File: config.mk
export PLATFORM = sky130hd
export DESIGN_NAME = vga_crtc_timing
export DESIGN_NICKNAME = d
export VERILOG_FILES = /design/src/rtl/vga_crtc_timing.sv
export SDC_FILE = /design/constraint.sdc
export NUM_CORES = 1
export LEC_CHECK = 0
export ABC_AREA = 1
export CORE_MARGIN = 1
export CORE_UTILIZATION = 30
export CTS_BUF_LIST = sky130_fd_sc_hd__clkbuf_4 sky130_fd_sc_hd__clkbuf_8 sky130_fd_sc_hd__clkbuf_16
export CTS_CLUSTER_SIZE = 14
export DETAILED_ROUTE_END_ITERATION = 16
export PLACE_DENSITY = 0.51
export RECOVER_POWER = 100
export SYNTH_ARGS = -nofsm -noshare
export SYNTH_HDL_FRONTEND = slang
export SYNTH_SLANG_ARGS = --single-unit
File: constraint.sdc
create_clock -name clk -period 3.9 [get_ports clk]
set_input_delay 0.39 -clock clk [delete_from_list [all_inputs] [get_ports clk]]
set_output_delay 0.39 -clock clk [all_outputs]
set_load 0.03 [all_outputs]
File: src/rtl/vga_crtc_timing.sv
// vga_crtc_timing: raster timing generator feeding the text-mode pixel stage.
//
// Produces a pixel clock enable, horizontal/vertical counters, undelayed
// horizontal sync/active decodes, vertical sync/active decodes delayed by
// PIPE_DLY enable ticks (to line up with the text stage's own pipeline),
// an undelayed vertical-retrace status bit and a one-clk frame_start pulse.
//
// Optional feature macro: VGA_CRTC_TIMING_VIRQ_EN adds a sticky vertical
// retrace interrupt (vretrace_irq) cleared by irq_ack.
//
// Ports:
//   clk           in   system clock
//   rst           in   asynchronous active-high reset
//   irq_ack       in   interrupt acknowledge (VGA_CRTC_TIMING_VIRQ_EN only)
//   vretrace_irq  out  sticky retrace interrupt (VGA_CRTC_TIMING_VIRQ_EN only)
//   enable_o      out  pixel enable, one clk in every CLK_DIV clks
//   h_count       out  horizontal pixel counter
//   v_count       out  line counter
//   horiz_sync_o  out  horizontal sync, undelayed
//   video_on_h_o  out  horizontal active region, undelayed
//   vert_sync_o   out  vertical sync, delayed PIPE_DLY enable ticks
//   video_on_v_o  out  vertical active region, delayed PIPE_DLY enable ticks
//   vretrace_o    out  vertical retrace status, undelayed
//   frame_start   out  one-clk pulse on the enable tick at (h=0, v=0)

module vga_crtc_timing #(
    parameter int unsigned CLK_DIV   = 2,
    parameter int unsigned H_VISIBLE = 640,
    parameter int unsigned H_FP      = 16,
    parameter int unsigned H_SYNC    = 96,
    parameter int unsigned H_BP      = 48,
    parameter int unsigned V_VISIBLE = 400,
    parameter int unsigned V_FP      = 12,
    parameter int unsigned V_SYNC    = 2,
    parameter int unsigned V_BP      = 35,
    parameter bit          HSYNC_POL = 1'b0,
    parameter bit          VSYNC_POL = 1'b1,
    parameter int unsigned PIPE_DLY  = 8
) (
    input  logic       clk,
    input  logic       rst,
`ifdef VGA_CRTC_TIMING_VIRQ_EN
    input  logic       irq_ack,
    output logic       vretrace_irq,
`endif
    output logic       enable_o,
    output logic [9:0] h_count,
    output logic [9:0] v_count,
    output logic       horiz_sync_o,
    output logic       video_on_h_o,
    output logic       vert_sync_o,
    output logic       video_on_v_o,
    output logic       vretrace_o,
    output logic       frame_start
);

    localparam int unsigned H_TOTAL = H_VISIBLE + H_FP + H_SYNC + H_BP;
    localparam int unsigned V_TOTAL = V_VISIBLE + V_FP + V_SYNC + V_BP;

    // Thresholds are 11 bits so a full 1024-wide visible region still compares correctly.
    localparam logic [10:0] H_VIS_L  = 11'(H_VISIBLE);
    localparam logic [10:0] HS_FIRST = 11'(H_VISIBLE + H_FP);
    localparam logic [10:0] HS_LAST  = 11'(H_VISIBLE + H_FP + H_SYNC - 1);
    localparam logic [10:0] V_VIS_L  = 11'(V_VISIBLE);
    localparam logic [10:0] VS_FIRST = 11'(V_VISIBLE + V_FP);
    localparam logic [10:0] VS_LAST  = 11'(V_VISIBLE + V_FP + V_SYNC - 1);
    localparam logic [9:0]  H_LAST   = 10'(H_TOTAL - 1);
    localparam logic [9:0]  V_LAST   = 10'(V_TOTAL - 1);
    localparam logic [3:0]  DIV_LAST = 4'(CLK_DIV - 1);

    if (H_TOTAL > 1024 || V_TOTAL > 1024) begin : g_total_chk
        $error("vga_crtc_timing: H_TOTAL and V_TOTAL must not exceed 1024");
    end
    if (CLK_DIV < 1 || CLK_DIV > 16) begin : g_div_chk
        $error("vga_crtc_timing: CLK_DIV must be in 1..16");
    end
    if (PIPE_DLY < 1) begin : g_dly_chk
        $error("vga_crtc_timing: PIPE_DLY must be at least 1");
    end

    logic [3:0]          div_q, div_d;
    logic                enable_d;
    logic [9:0]          h_d, v_d;
    logic                hsync_d, vis_h_d, vretrace_d, frame_start_d;
    logic                vs_in, vo_in;
    logic [PIPE_DLY-1:0] vs_sr_q, vs_sr_d;
    logic [PIPE_DLY-1:0] vo_sr_q, vo_sr_d;

    always_comb begin
        div_d    = (div_q == DIV_LAST) ? 4'd0 : div_q + 4'd1;
        // enable_o is high while the divider sits at its last value.
        enable_d = (div_d == DIV_LAST);

        h_d = h_count;
        v_d = v_count;
        if (enable_o) begin
            if (h_count == H_LAST) begin
                h_d = '0;
                v_d = (v_count == V_LAST) ? 10'd0 : v_count + 10'd1;
            end else begin
                h_d = h_count + 10'd1;
            end
        end

        // Decodes use next-state counts so the registered outputs line up with the counts.
        vis_h_d       = ({1'b0, h_d} < H_VIS_L);
        hsync_d       = ({1'b0, h_d} >= HS_FIRST && {1'b0, h_d} <= HS_LAST) ?
                        HSYNC_POL : ~HSYNC_POL;
        vretrace_d    = ({1'b0, v_d} >= VS_FIRST && {1'b0, v_d} <= VS_LAST);
        frame_start_d = enable_d && (h_d == 10'd0) && (v_d == 10'd0);

        // Delay-line inputs describe the current (registered) line.
        vs_in   = vretrace_o ? VSYNC_POL : ~VSYNC_POL;
        vo_in   = ({1'b0, v_count} < V_VIS_L);
        vs_sr_d = vs_sr_q;
        vo_sr_d = vo_sr_q;
        if (enable_o) begin
            vs_sr_d = PIPE_DLY'({vs_sr_q, vs_in});
            vo_sr_d = PIPE_DLY'({vo_sr_q, vo_in});
        end
    end

    always_ff @(posedge clk or posedge rst) begin
        if (rst) begin
            div_q        <= '0;
            enable_o     <= 1'b0;
            h_count      <= '0;
            v_count      <= '0;
            video_on_h_o <= 1'b1;
            horiz_sync_o <= ~HSYNC_POL;
            vretrace_o   <= 1'b0;
            frame_start  <= 1'b0;
            vs_sr_q      <= {PIPE_DLY{~VSYNC_POL}};
            vo_sr_q      <= '0;
        end else begin
            div_q        <= div_d;
            enable_o     <= enable_d;
            h_count      <= h_d;
            v_count      <= v_d;
            video_on_h_o <= vis_h_d;
            horiz_sync_o <= hsync_d;
            vretrace_o   <= vretrace_d;
            frame_start  <= frame_start_d;
            vs_sr_q      <= vs_sr_d;
            vo_sr_q      <= vo_sr_d;
        end
    end

    assign vert_sync_o  = vs_sr_q[PIPE_DLY-1];
    assign video_on_v_o = vo_sr_q[PIPE_DLY-1];

`ifdef VGA_CRTC_TIMING_VIRQ_EN
    logic vretrace_prev_q;
    logic irq_q, irq_d;

    // Set on the clk after vretrace_o rises; a simultaneous ack loses to the set.
    always_comb begin
        irq_d = irq_q;
        if (vretrace_o && !vretrace_prev_q) begin
            irq_d = 1'b1;
        end else if (irq_ack) begin
            irq_d = 1'b0;
        end
    end

    always_ff @(posedge clk or posedge rst) begin
        if (rst) begin
            vretrace_prev_q <= 1'b0;
            irq_q           <= 1'b0;
        end else begin
            vretrace_prev_q <= vretrace_o;
            irq_q           <= irq_d;
        end
    end

    assign vretrace_irq = irq_q;
`endif

endmodule

==> results of run 1 <==
cells in the final DEF (no fill, tap or decap), types with 2 or more instances in the layout:
master	instances
dfstp_2	2
dfrtp_1	43
nand2_4	3
dlygate4sd3_1	28
o21ai_0	7
xnor2_1	2
inv_1	51
nand3_1	32
ha_1	3
inv_4	2
clkbuf_4	2
nor3_1	5
nand4_1	10
nand2_1	109
clkbuf_8	6
a21oi_1	2
nor2_2	4
nor2_1	23
inv_2	2
state kept, by name (all words and copies together), names as in the netlist:
signal / cells
div_q: 4
enable_o: 1
frame_start: 1
h_count: 10
horiz_sync_o: 1
v_count: 10
video_on_h_o: 1
vo_sr_q: 8
vretrace_o: 1
vs_sr_q: 8
worst max-delay path, cell delays in order, from the launching register on:
cell and delay, ns:
dfrtp_1 0.84, inv_4 0.20, nor3_1 0.47, nand2_1 0.29, nand3_1 0.17, nand2_1 0.06, nor2_1 0.21, nand4_1 0.16
nor2_1 0.14
per-stage QoR:
step | util [%] | setup slack [ns] | area (um^2) | hold slack [ns]
floorplan | - | 2.07 | 2430 | 0.437
global placement | 36.1 | 1.67 | 2820 | 0.453
detailed placement | 36.1 | 1.62 | 2820 | 0.457
CTS | 37.4 | 1.51 | 2920 | 0.479
global route | 36.3 | 0.971 | 2840 | 0.498
finish | 36.3 | 1.28 | 2840 | 0.467
power by group:
part | total (mW) | switching, mW | internal (mW)
clock | 0.315 | 0.156 | 0.159
combinational | 0.00944 | 0.00872 | 0.000713
sequential | 0.466 | 0 | 0.466
routing by layer:
layer / global-route usage (%) / share of wire [%]
met5: 0 / 0
met4: 4.82 / 1.6
met3: 2.49 / 2.3
met2: 22.1 / 46
met1: 19.8 / 50
final cells by class:
class / instances / area (um^2)
inverters: 55 / 211
repair buffers: 29 / 284
fillers: 867 / 4970
clock buffers: 8 / 97.6
flip-flops and latches: 45 / 1130
well taps: 102 / 128
multi-input cells: 210 / 987
path summary, 6_finish.rpt:
kind,cells after the start,from,slack [ns],end
max in group asynchronous,2,rst,1.87,v_count[4]
hold / removal,2,vo_sr_q[7],0.47,vo_sr_q[7]
min in group asynchronous,2,rst,1.06,h_count[3]
setup / recovery,8,enable_o,1.28,frame_start
setup reg to reg,8,enable_o,1.28,frame_start
hold reg to reg,2,vo_sr_q[7],0.47,vo_sr_q[7]
cell families (layout without fill, tap and decap cells):
logic type,Yosys count,count (layout),share of synthesized area [%]
simple gates,192,192,38.3
flops,45,45,46.4
xor+xnor,3,3,1.08
compound gates,12,12,2.78
buf+inv,61,92,9.92
fa+ha+maj,3,3,1.54
==> results.json, run 1 <==
{
  "yosysUniqueCellTypes": 33,
  "synthCells": 316,
  "holdBufCountCts": 0,
  "rsz0062_at_grt": "no",
  "synth_top_area_share_pct": 44.2,
  "cts.sinks": 45,
  "fp.coreArea_mm2": 0.00781,
  "failed_checks": "capacitance limit, slew limit",
  "synthesis.nets": 321,
  "num-nets-final": 351,
  "gp_congestion": 0.854,
  "grt_pass1_vias": 1962,
  "antenna_found_initial": 0,
  "worstMarginPinSlew_ns": 1.68,
  "synth_seq_cells": 45,
  "relSlewSlack_pct": -12.2,
  "crit_type": "flip-flop to flip-flop",
  "yosysWarningCount": 0,
  "end_kind": "flip-flop",
  "io_pins": 29,
  "chipHeight_um": 92.1,
  "ys_seq_area_share_pct": 46.4,
  "via_per_inst": 4.49,
  "synth_top_flop_cell": "dfrtp_1",
  "drc": 0,
  "die_x_um": 92.1,
  "first_pass_iters": 4,
  "drt_iter0_drc": 79,
  "synth_edf_count": 0,
  "arrival_ns": 2.85,
  "start_kind": "flip-flop",
  "cts_root_buffer": "clkbuf_8",
  "htreeDepth": 2,
  "synth_area_leaders": "dfrtp_1, nand2_1, inv_1, nand3_1, nor2_1",
  "vias": 2017,
  "wl_per_cell_um": 12.0,
  "grt_max_degree": 46,
  "total_power_mw": 0.790,
  "hold_violations": 0,
  "drive_above_1_share_pct": 7.20,
  "fin_worst_skew_ns": 0.00461,
  "async_flop_share_pct": 100,
  "synth.cells.most_frequent": "nand2_1, inv_1, dfrtp_1",
  "clk_latency_ns": 0.30,
  "yosysTopAreaCell": "dfrtp_1",
  "synth_area_per_cell_um2": 7.71,
  "min_period_over_period_pct": 67.1,
  "finalSetupViolations": 0,
  "period_minus_slack_ns": 2.62,
  "yosysMostFrequentCell": "nand2_1",
  "slew_viol_final": 46,
  "syn_area_mm2": 0.00243,
  "ir_worst_vdd_uv": 108,
  "place_inst": 441,
  "routed_wl_um": 5400,
  "area_growth_syn_to_layout_pct": 16.5,
  "cts_buffers": 5,
  "antennaDiodeCount": 0,
  "cp_data_required_time_ns": 4.13,
  "worstHoldPathType": "flip-flop to flip-flop",
  "antenna_left": 0,
  "tns_ns": 0,
  "cts_setup_buffers": 0,
  "start_util_pct": 31.2,
  "port_buffers": 28,
  "finalNonFillerCells": 449,
  "ctsResizeCount": 0,
  "grt_pass1_wl_um": 9520,
  "num_rows": 32,
  "p_leak_nw": 1.56,
  "cts_tree": "built",
  "overflow": 0,
  "status": "finished, violations left",
  "max_freq_mhz": 382,
  "dieArea_mm2": 0.00848,
  "cp_max_fo": 21,
  "clk_path_buf_depth": 2,
  "power_density_mw_per_mm2": 279,
  "clkSlewWorstSetupHoldPaths_ns": 0.08,
  "hpwl_um": 3970,
  "cap_violations": 1,
  "track_usage_pct": 14.2
}
Note: power is estimated with default switching activity, not from simulation.
==> run 2, diff against run 1 <==
--- a/config.mk
+++ b/config.mk
@@ -11,7 +11,7 @@
 export CTS_BUF_LIST = sky130_fd_sc_hd__clkbuf_4 sky130_fd_sc_hd__clkbuf_8 sky130_fd_sc_hd__clkbuf_16
 export CTS_CLUSTER_SIZE = 14
 export DETAILED_ROUTE_END_ITERATION = 16
-export PLACE_DENSITY = 0.51
+export PLACE_DENSITY = 0.53
 export RECOVER_POWER = 100
 export SYNTH_ARGS = -nofsm -noshare
 export SYNTH_HDL_FRONTEND = slang
==> constraint.sdc (replaced) <==
create_clock -name clk -period 2.1 [get_ports clk]
set_input_delay 0.21 -clock clk [delete_from_list [all_inputs] [get_ports clk]]
set_output_delay 0.21 -clock clk [all_outputs]
set_load 0.03 [all_outputs]
==> run 2 against run 1 <==
  * The run now ends clean
  * Combinational power rose by 98%
  * Register-to-register slack got worse by 1.1 ns
  * Count of clock-buffer cells in the layout fell by 2
  * Utilization rose by 1.4 points
  * Global-route usage fell by 0.13 points
  * Non-clock buffer count rose by 5
  * Via count did not move
  * Final area rose by 3.8%
  * Sequential power rose by 86%
  * First-iteration DRC count fell by 19%
  * Final cell count rose by 1.1%
  * Total power rose by 97%
==> results.json, run 2 (synthesized netlist as in run 1, its figures left out) <==
{
  "track_usage_pct": 14.1,
  "p_leak_nw": 1.65,
  "arrival_ns": 2.13,
  "grt_pass1_vias": 1911,
  "worstMarginPinSlew_ns": 1.12,
  "area_growth_syn_to_layout_pct": 20.9,
  "chipHeight_um": 92.1,
  "via_per_inst": 4.44,
  "grt_pass1_wl_um": 9470,
  "clk_latency_ns": 0.30,
  "multiInputGateArea_mm2": 0.00105,
  "cap_violations": 0,
  "first_pass_iters": 4,
  "finalSetupViolations": 0,
  "clk_path_buf_depth": 2,
  "pre_cts_ws_ns": 0.140,
  "start_kind": "flip-flop",
  "max_freq_mhz": 528,
  "worstHoldPathType": "flip-flop to flip-flop",
  "tns_ns": 0,
  "hpwl_um": 3960,
  "gp_congestion": 0.861,
  "vias": 2017,
  "status": "complete, no violations",
  "period_minus_slack_ns": 1.89,
  "antennaDiodeCount": 0,
  "min_path_cells": 2,
  "htreeDepth": 2,
  "ff2ff_path_depth": 11,
  "antenna_left": 0,
  "min_period_over_period_pct": 90.2,
  "overflow": 0,
  "drt_iter0_drc": 64,
  "cts_root_buffer": "clkbuf_8",
  "grt_max_degree": 46,
  "final_common_cell": "nand2_1",
  "routed_wl_um": 5360,
  "worst_slack_ns": 0.207,
  "cts_tree": "built",
  "port_buffers": 28,
  "fin_worst_skew_ns": 0.00817,
  "die_x_um": 92.1,
  "dieArea_mm2": 0.00848,
  "slew_viol_final": 0,
  "rsz0062_at_grt": "no",
  "cp_max_fo": 9,
  "ir_worst_vdd_uv": 233,
  "clkSlewWorstSetupHoldPaths_ns": 0.09,
  "fillers": 826,
  "io_pins": 29,
  "drive_above_1_share_pct": 9.38,
  "final_cell_mix": "nand2_1, inv_1, dfrtp_1",
  "cts_buffers": 5,
  "hold_violations": 0,
  "crit_type": "flip-flop to flip-flop",
  "cts.sinks": 45,
  "end_kind": "flip-flop",
  "cp_data_required_time_ns": 2.33,
  "start_util_pct": 31.2,
  "wl_per_cell_um": 11.8,
  "antenna_found_initial": 0,
  "num-nets-final": 356,
  "reg_top3": "h_count (10), v_count (10)",
  "seqCellArea_mm2": 0.00113,
  "relSlewSlack_pct": 25.4,
  "fp.coreArea_mm2": 0.00781,
  "power_density_mw_per_mm2": 530,
  "drc": 0,
  "holdBufCountCts": 0,
  "num_rows": 32
}
==> run 2: cell count changes in the layout (fill, tap and decap cells not counted), sizes merged <==
cell	change
clkinvlp	+1
buf	+3
clkinv	+2
dlygate4sd3	-1
bufinv	+1
clkbuf	+1
inv	-2
==> run 2: final cells by class <==
type,instances,area share (%)
clock buffers,6,2.59
clock inverters,2,1.32
inverters,55,7.14
multi-input cells,210,35.7
flip-flops and latches,45,38.4
well taps,102,4.33
repair buffers,34,10.5
==> run 2: what timing repair did <==
action                                  4_1_cts  5_1_grt
buffers inserted                              0        0
gates resized for setup                       0        1
endpoints found under the setup margin        0        1
==> run 2: power by group <==
part           switching (mW)  total (mW)  internal (mW)
logic                  0.0168      0.0187        0.00195
registers                   0       0.866          0.866
clock network           0.305       0.676          0.371
==> run 2: metal layers <==
metal / part of all wire, % / track usage [%] / vias to the layer above
met1: 50 / 20.6 / 928
met4: 1.1 / 4.30 / 0
met5: 0 / 0 / -
met3: 3.7 / 2.49 / 5
met2: 45 / 21.0 / 34
li1: - / - / 1050
==> run 2: path summary, 6_finish.rpt <==
check,start,to,slack [ns]
hold / removal,vo_sr_q[2],vo_sr_q[2],0.48
setup reg to reg,h_count[0],frame_start,0.21
setup / recovery,h_count[0],frame_start,0.21
min in group asynchronous,rst,div_q[0],0.71
max in group asynchronous,rst,h_count[0],0.64
hold reg to reg,vo_sr_q[2],vo_sr_q[2],0.48
==> run 2: per-stage QoR <==
stage | instance area [um^2] | power, mW | std cells | hold WS [ns] | utilization, %
after floorplan | 2430 | 0.896 | 316 | 0.437 | -
after global placement | 2870 | 0.908 | 446 | 0.454 | 36.7
after detailed placement | 2870 | 0.908 | 446 | 0.458 | 36.7
after CTS | 2980 | 1.59 | 454 | 0.264 | 38.2
after global routing | 2940 | 1.63 | 454 | 0.488 | 37.7
final | 2940 | 1.56 | 454 | 0.476 | 37.7
==> run 2: worst max-delay path, stage by stage (launching register included) <==
cell and delay, ns:
dfrtp_2 0.43, ha_1 0.25, nand2_4 0.10, nor2_8 0.16
inv_4 0.06, nor2_8 0.17, nand4_1 0.14, nand3_1 0.17
nand2_1 0.07, inv_1 0.07, nand3_1 0.11, nor2_1 0.10
